`config.mk`:
```
export PLATFORM = sky130hd
export DESIGN_NAME = mst_pref_gen
export DESIGN_NICKNAME = d
export VERILOG_FILES = /design/src/rtl/mst_fifo_pkg.sv /design/src/rtl/mst_pref_ram.sv /design/src/rtl/mst_pref_gen.sv
export SDC_FILE = /design/constraint.sdc
export NUM_CORES = 1
export LEC_CHECK = 0
export BUFFER_PORTS_ARGS = -buffer_cell sky130_fd_sc_hd__buf_2
export CORE_ASPECT_RATIO = 0.5
export CORE_UTILIZATION = 60
export DETAILED_ROUTE_END_ITERATION = 10
export PLACE_DENSITY_LB_ADDON = 0.05
export SYNTH_ARGS = -nofsm -noshare
export SYNTH_HDL_FRONTEND = slang
export SYNTH_SLANG_ARGS = --single-unit
```
`constraint.sdc`:
```
create_clock -name clk -period 2.6 [get_ports clk]
set_clock_uncertainty 0.15 [all_clocks]
set_input_delay 0.26 -clock clk [delete_from_list [all_inputs] [get_ports clk]]
set_output_delay 0.26 -clock clk [all_outputs]
set_load 0.05 [all_outputs]
```
`src/rtl/mst_fifo_pkg.sv`:
```
// Shared types for the FT600 master write path: the {be, data} prefetch word
// passed between the prefetch source, the master FSM and the data checker.
package mst_fifo_pkg;

    localparam int         PREF_W       = 36;
    localparam logic [3:0] PREF_BE_FULL = 4'hF;

    typedef struct packed {
        logic [3:0]  be;
        logic [31:0] data;
    } pref_word_t;

    function automatic pref_word_t pref_word(input logic [31:0] data);
        pref_word_t w;
        w.be   = PREF_BE_FULL;
        w.data = data;
        return w;
    endfunction

endpackage

```
`src/rtl/mst_pref_ram.sv`:
```
// Prefetch FIFO storage: DEPTH x 36 register array.
// Synchronous write port, asynchronous read port.
module mst_pref_ram
    import mst_fifo_pkg::*;
#(
    parameter int DEPTH = 4,
    parameter int AW    = 2
) (
    input  logic              clk,
    input  logic              we,
    input  logic [AW-1:0]     waddr,
    input  logic [PREF_W-1:0] wdata,
    input  logic [AW-1:0]     raddr,
    output logic [PREF_W-1:0] rdata
);

    logic [PREF_W-1:0] mem [DEPTH];

    // Write the addressed entry on the clock edge when enabled.
    always_ff @(posedge clk) begin
        if (we) begin
            mem[waddr] <= wdata;
        end
    end

    assign rdata = mem[raddr];

endmodule

```
`src/rtl/mst_pref_gen.sv`:
```
// Prefetch source: incrementing 32-bit pattern buffered in a small FIFO.
// Optional error injection on the next pushed word: MST_PREF_ERR_INJECT_EN.
module mst_pref_gen
    import mst_fifo_pkg::*;
#(
    parameter int          DEPTH = 4,
    parameter logic [31:0] SEED  = 32'h0000_0000
) (
    input  logic                   clk,
    input  logic                   rst_n,
    input  logic                   prefena,
    input  logic                   prefreq,
    input  logic                   gen_restart,
    input  logic                   err_inj,
    output logic [PREF_W-1:0]      prefdout,
    output logic                   pref_empty,
    output logic [$clog2(DEPTH):0] pref_level,
    output logic                   pref_uflow
);

    localparam int             AW       = $clog2(DEPTH);
    localparam int             LW       = AW + 1;
    localparam logic [AW-1:0]  PTR_ONE  = AW'(1);
    localparam logic [LW-1:0]  LVL_ONE  = LW'(1);
    localparam logic [LW-1:0]  LVL_FULL = LW'(DEPTH);

    logic [AW-1:0]     wr_ptr;
    logic [AW-1:0]     rd_ptr;
    logic [LW-1:0]     level;
    logic [31:0]       gen_data;
    logic              uflow;
    logic              empty;
    logic              push;
    logic              pop;
    logic              we;
    logic              inj_bit;
    pref_word_t        wr_word;
    logic [PREF_W-1:0] rd_word;

    assign empty = (level == '0);
    assign pop   = prefreq & ~empty;
    // A full FIFO can still accept a word when the head leaves in the same cycle.
    assign push  = (level < LVL_FULL) | pop;
    assign we    = push & ~gen_restart;

`ifdef MST_PREF_ERR_INJECT_EN
    logic inj_pend;

    // Pending flag: armed by err_inj, consumed by the next push.
    always_ff @(posedge clk or negedge rst_n) begin
        if (!rst_n) begin
            inj_pend <= 1'b0;
        end else if (gen_restart) begin
            inj_pend <= 1'b0;
        end else if (err_inj) begin
            inj_pend <= 1'b1;
        end else if (push) begin
            inj_pend <= 1'b0;
        end
    end

    assign inj_bit = inj_pend;
`else
    logic unused_inj;

    assign unused_inj = err_inj;
    assign inj_bit    = 1'b0;
`endif

    // Corruption touches only the stored copy; gen_data keeps counting exactly.
    assign wr_word = pref_word({gen_data[31:1], gen_data[0] ^ inj_bit});

    mst_pref_ram #(
        .DEPTH (DEPTH),
        .AW    (AW)
    ) u_ram (
        .clk   (clk),
        .we    (we),
        .waddr (wr_ptr),
        .wdata (wr_word),
        .raddr (rd_ptr),
        .rdata (rd_word)
    );

    // Pointers, level, generator and sticky underflow; restart wins over all.
    always_ff @(posedge clk or negedge rst_n) begin
        if (!rst_n) begin
            wr_ptr   <= '0;
            rd_ptr   <= '0;
            level    <= '0;
            gen_data <= SEED;
            uflow    <= 1'b0;
        end else if (gen_restart) begin
            wr_ptr   <= '0;
            rd_ptr   <= '0;
            level    <= '0;
            gen_data <= SEED;
            uflow    <= 1'b0;
        end else begin
            if (push) begin
                wr_ptr   <= wr_ptr + PTR_ONE;
                gen_data <= gen_data + 32'd1;
            end
            if (pop) begin
                rd_ptr <= rd_ptr + PTR_ONE;
            end
            if (push && !pop) begin
                level <= level + LVL_ONE;
            end else if (pop && !push) begin
                level <= level - LVL_ONE;
            end
            if (prefreq && empty && prefena) begin
                uflow <= 1'b1;
            end
        end
    end

    assign prefdout   = empty ? '0 : rd_word;
    assign pref_empty = empty;
    assign pref_level = level;
    assign pref_uflow = uflow;

endmodule

```
==> flow_summary.yaml <==
global_routing:
  grt_antenna_before_repair: 0
  grt_max_degree: 41
  grt_pass1_wl_um: 21980
  gr-total-overflow: 0
  grt_pass1_vias: 3941
  grt_usage: 0.2527
floorplan:
  start_util: 0.6237
  io_pins: 47
  rows: 27
  die_h_um: 78.12
  die_area_um2: 12050
  die_x_um: 154.2
  core-area_um2: 11150
critical_path:
  crit_required_ps: 2190
  crit_type: "reg -> out"
  crit_path_end_kind: "output port"
  slowest_delay_ps: 580
  crit_arrival_ps: 2050
  critical_path.top_delay_family: "multiplexers"
  worstSetupStartpointType: "flip-flop"
  crit_fanout: 15
  r2r_setup_slack_ps: 340
  critPathSlowestCell: "mux4_2"
  crit_buf_inv: 2
  worstPathCellList: "buf_4 -> mux4_2 -> and2_1 -> buf_2"
power_and_ir_drop:
  comb_power_share: 0.343
  pwr-share-clk: 0.279
  p_int_uw: 5503
  p_seq_frac: 0.378
  cellPowerDensity_nw_per_um2: 1101
  switching_share: 0.3737
  p_switching_uw: 3284
  ir_worst_vdd_uv: 1142
  p_leak_uw: 0.003014
placed_design:
  place_area_um2: 7381
  dp_cells: 609
  dp.final_hpwl_um: 8491
  port_buffers: 45
  gp_congestion: 0.7855
route:
  first_iter_violations: 304
  firstDrtPassIters: 4
  num_vias: 3819
  drt-total-wl_um: 13520
  viasPerCell: 5.939
  drcViolationCount: 0
  avgRoutedWirePerCell_um: 21.02
  antenna_left: 0
timing:
  fin_crit_sh: 0.9457
  worst_hold_slack_ps: 83.31
  worstMarginPinSlew_ps: 755.4
  slew_headroom: 0.4953
  setup-tns-final_ps: 0
  post-route-min-period_ps: 2459
  finalHoldViolCount: 0
  maxSlewViolCount: 0
  rsz0062_at_grt: "false"
  setup_violations: 0
  max_freq_ghz: 0.4067
yosys:
  syn_inst: 425
  synth_edf_count: 128
  ys_async_sr_fraction: 0.2381
  yosys.area.top_type: "edfxtp_1"
  yosysWarnings: 0
  synth_cell_types: 39
  synth.cells.most_frequent: "128 x edfxtp_1, 40 x dfrtp_1, 39 x nor2_1"
  ys.flop_type: "edfxtp_1"
  avgSynthCellArea_um2: 16.36
  syn-cell-area_um2: 6953
  yosysSeqAreaShare: 0.6968
  ys_seq_elements: 168
  synth_top_area_frac: 0.5528
  syn-num-nets: 437
  synth_area_leaders: "edfxtp_1 55%, dfrtp_1 14%, mux4_2 10%"
  synth_most_common_cell: "edfxtp_1"
finish:
  layout-drive-gt1-share: 0.2711
  final_area_um2: 7984
  instances_no_fill: 643
  nets: 497
  area_delta_synth_final_pct: 14.83
  diodes: 0
  n_fill_cell: 719
cts:
  cts_root_buf: "clkbuf_16"
  clockBufferDepth: 2
  clock_latency_ps: 420
  cts.sinks: 168
  cts.reportedPaths.clkPinSlew_ps: 60
  numCtsBuffers: 17
  tritoncts: "yes"
  h-tree-depth: 4
run:
  drv_cap: 0
status:
  status: "finished clean"
min_path:
  hold_class: "in -> reg"
[power by group through the flow]
stage / logic, µW / clock network, µW / registers [µW]
2_1_floorplan: 2310 / 0 / 3410
4_1_cts: 3050 / 2490 / 3320
3_5_place_dp: 3030 / 0 / 3370
6_report: 3020 / 2450 / 3320
3_3_place_gp: 2980 / 0 / 3350
5_1_grt: 3210 / 2600 / 3350
[routing by layer]
metal  vias to the layer above  global-route usage  part of all wire
met5                         -                   0                 0
met1                      1970              0.3562              0.45
met3                        10             0.07178             0.058
met4                         0             0.06400            0.0073
li1                       1710                   -                 -
met2                       129              0.3950              0.49
[worst paths after layout]
kind | from | to | cells after the start
max reg2reg | pref_level[2] | gen_data[31] | 5
min | prefreq | pref_uflow | 3
max in group asynchronous | rst_n | gen_data[11] | 3
min reg2reg | pref_uflow | pref_uflow | 2
min in group asynchronous | rst_n | gen_data[31] | 2
max | rd_ptr[0] | prefdout[11] | 4
[registers in the layout (all words and copies together), names as in the netlist]
signal,flops
pref_uflow,1
u_ram.mem,128
pref_level,3
gen_data,32
rd_ptr,2
wr_ptr,2
[cell type report]
cell class,instances,area [µm²],area share
Timing Repair Buffer,63,369.1,0.04623
Tap cell,145,181.4,0.02272
Clock inverter,14,150.1,0.01881
Clock buffer,18,429.2,0.05375
Multi-Input combinational cell,228,1982,0.2482
Sequential cell,168,4846,0.6070
Inverter,7,26.28,0.003291
[per-stage QoR]
| stage | util | total power, µW | setup slack (ps) |
|---|---|---|---|
| finish | 0.7162 | 8788 | 141.2 |
| global placement | 0.6621 | 6324 | 402.9 |
| floorplan | - | 5726 | 134.3 |
| CTS | 0.7158 | 8866 | 52.42 |
| global route | 0.7162 | 9157 | 29.22 |
| detailed placement | 0.6621 | 6405 | 333.6 |
[worst reg2reg max path: stages (launching register included)]
cell and delay (ps):
dfrtp_1 430, nor2b_1 280, nor2_1 450, nand4_1 260
or4_1 460, a21oi_1 150
[placed cells by master (no fill, tap or decap), types with 3 or more instances in the layout]
| master | synthesis | layout |
|---|---|---|
| xnor2_1 | 12 | 12 |
| xor2_1 | 18 | 18 |
| buf_4 | 3 | 15 |
| and3_1 | 3 | 3 |
| and2_1 | 37 | 37 |
| nor2_1 | 39 | 39 |
| buf_2 | 5 | 45 |
| clkinv_4 | 0 | 3 |
| clkinvlp_4 | 0 | 4 |
| clkbuf_16 | 0 | 17 |
| nor4_2 | 3 | 3 |
| edfxtp_1 | 128 | 128 |
| nand4_1 | 10 | 10 |
| o31ai_1 | 3 | 3 |
| nor3_1 | 4 | 4 |
| ha_1 | 5 | 5 |
| or4_1 | 3 | 3 |
| inv_1 | 7 | 7 |
| or3_1 | 4 | 4 |
| mux4_2 | 32 | 32 |
| dfrtp_1 | 40 | 39 |
| a21oi_1 | 9 | 9 |
| nand2_1 | 19 | 19 |
| nand3_1 | 8 | 8 |
[logic make-up (layout without fill, tap and decap cells)]
group	count (synthesis)	after routing	share of synthesized area
compound gates	16	16	0.01314
buf+inv	29	102	0.01818
mux	32	32	0.1037
fa+ha+maj	6	6	0.01188
flops	168	168	0.6968
xor+xnor	30	30	0.03779
simple gates	144	144	0.1186
[what timing repair did]
item	in CTS	in global routing
resized for setup	0	1
buffers inserted	0	0
hold buffers	2	0
setup endpoints to repair	0	5
endpoints found under the hold margin	27	0
(Power assumes the default switching activity.)
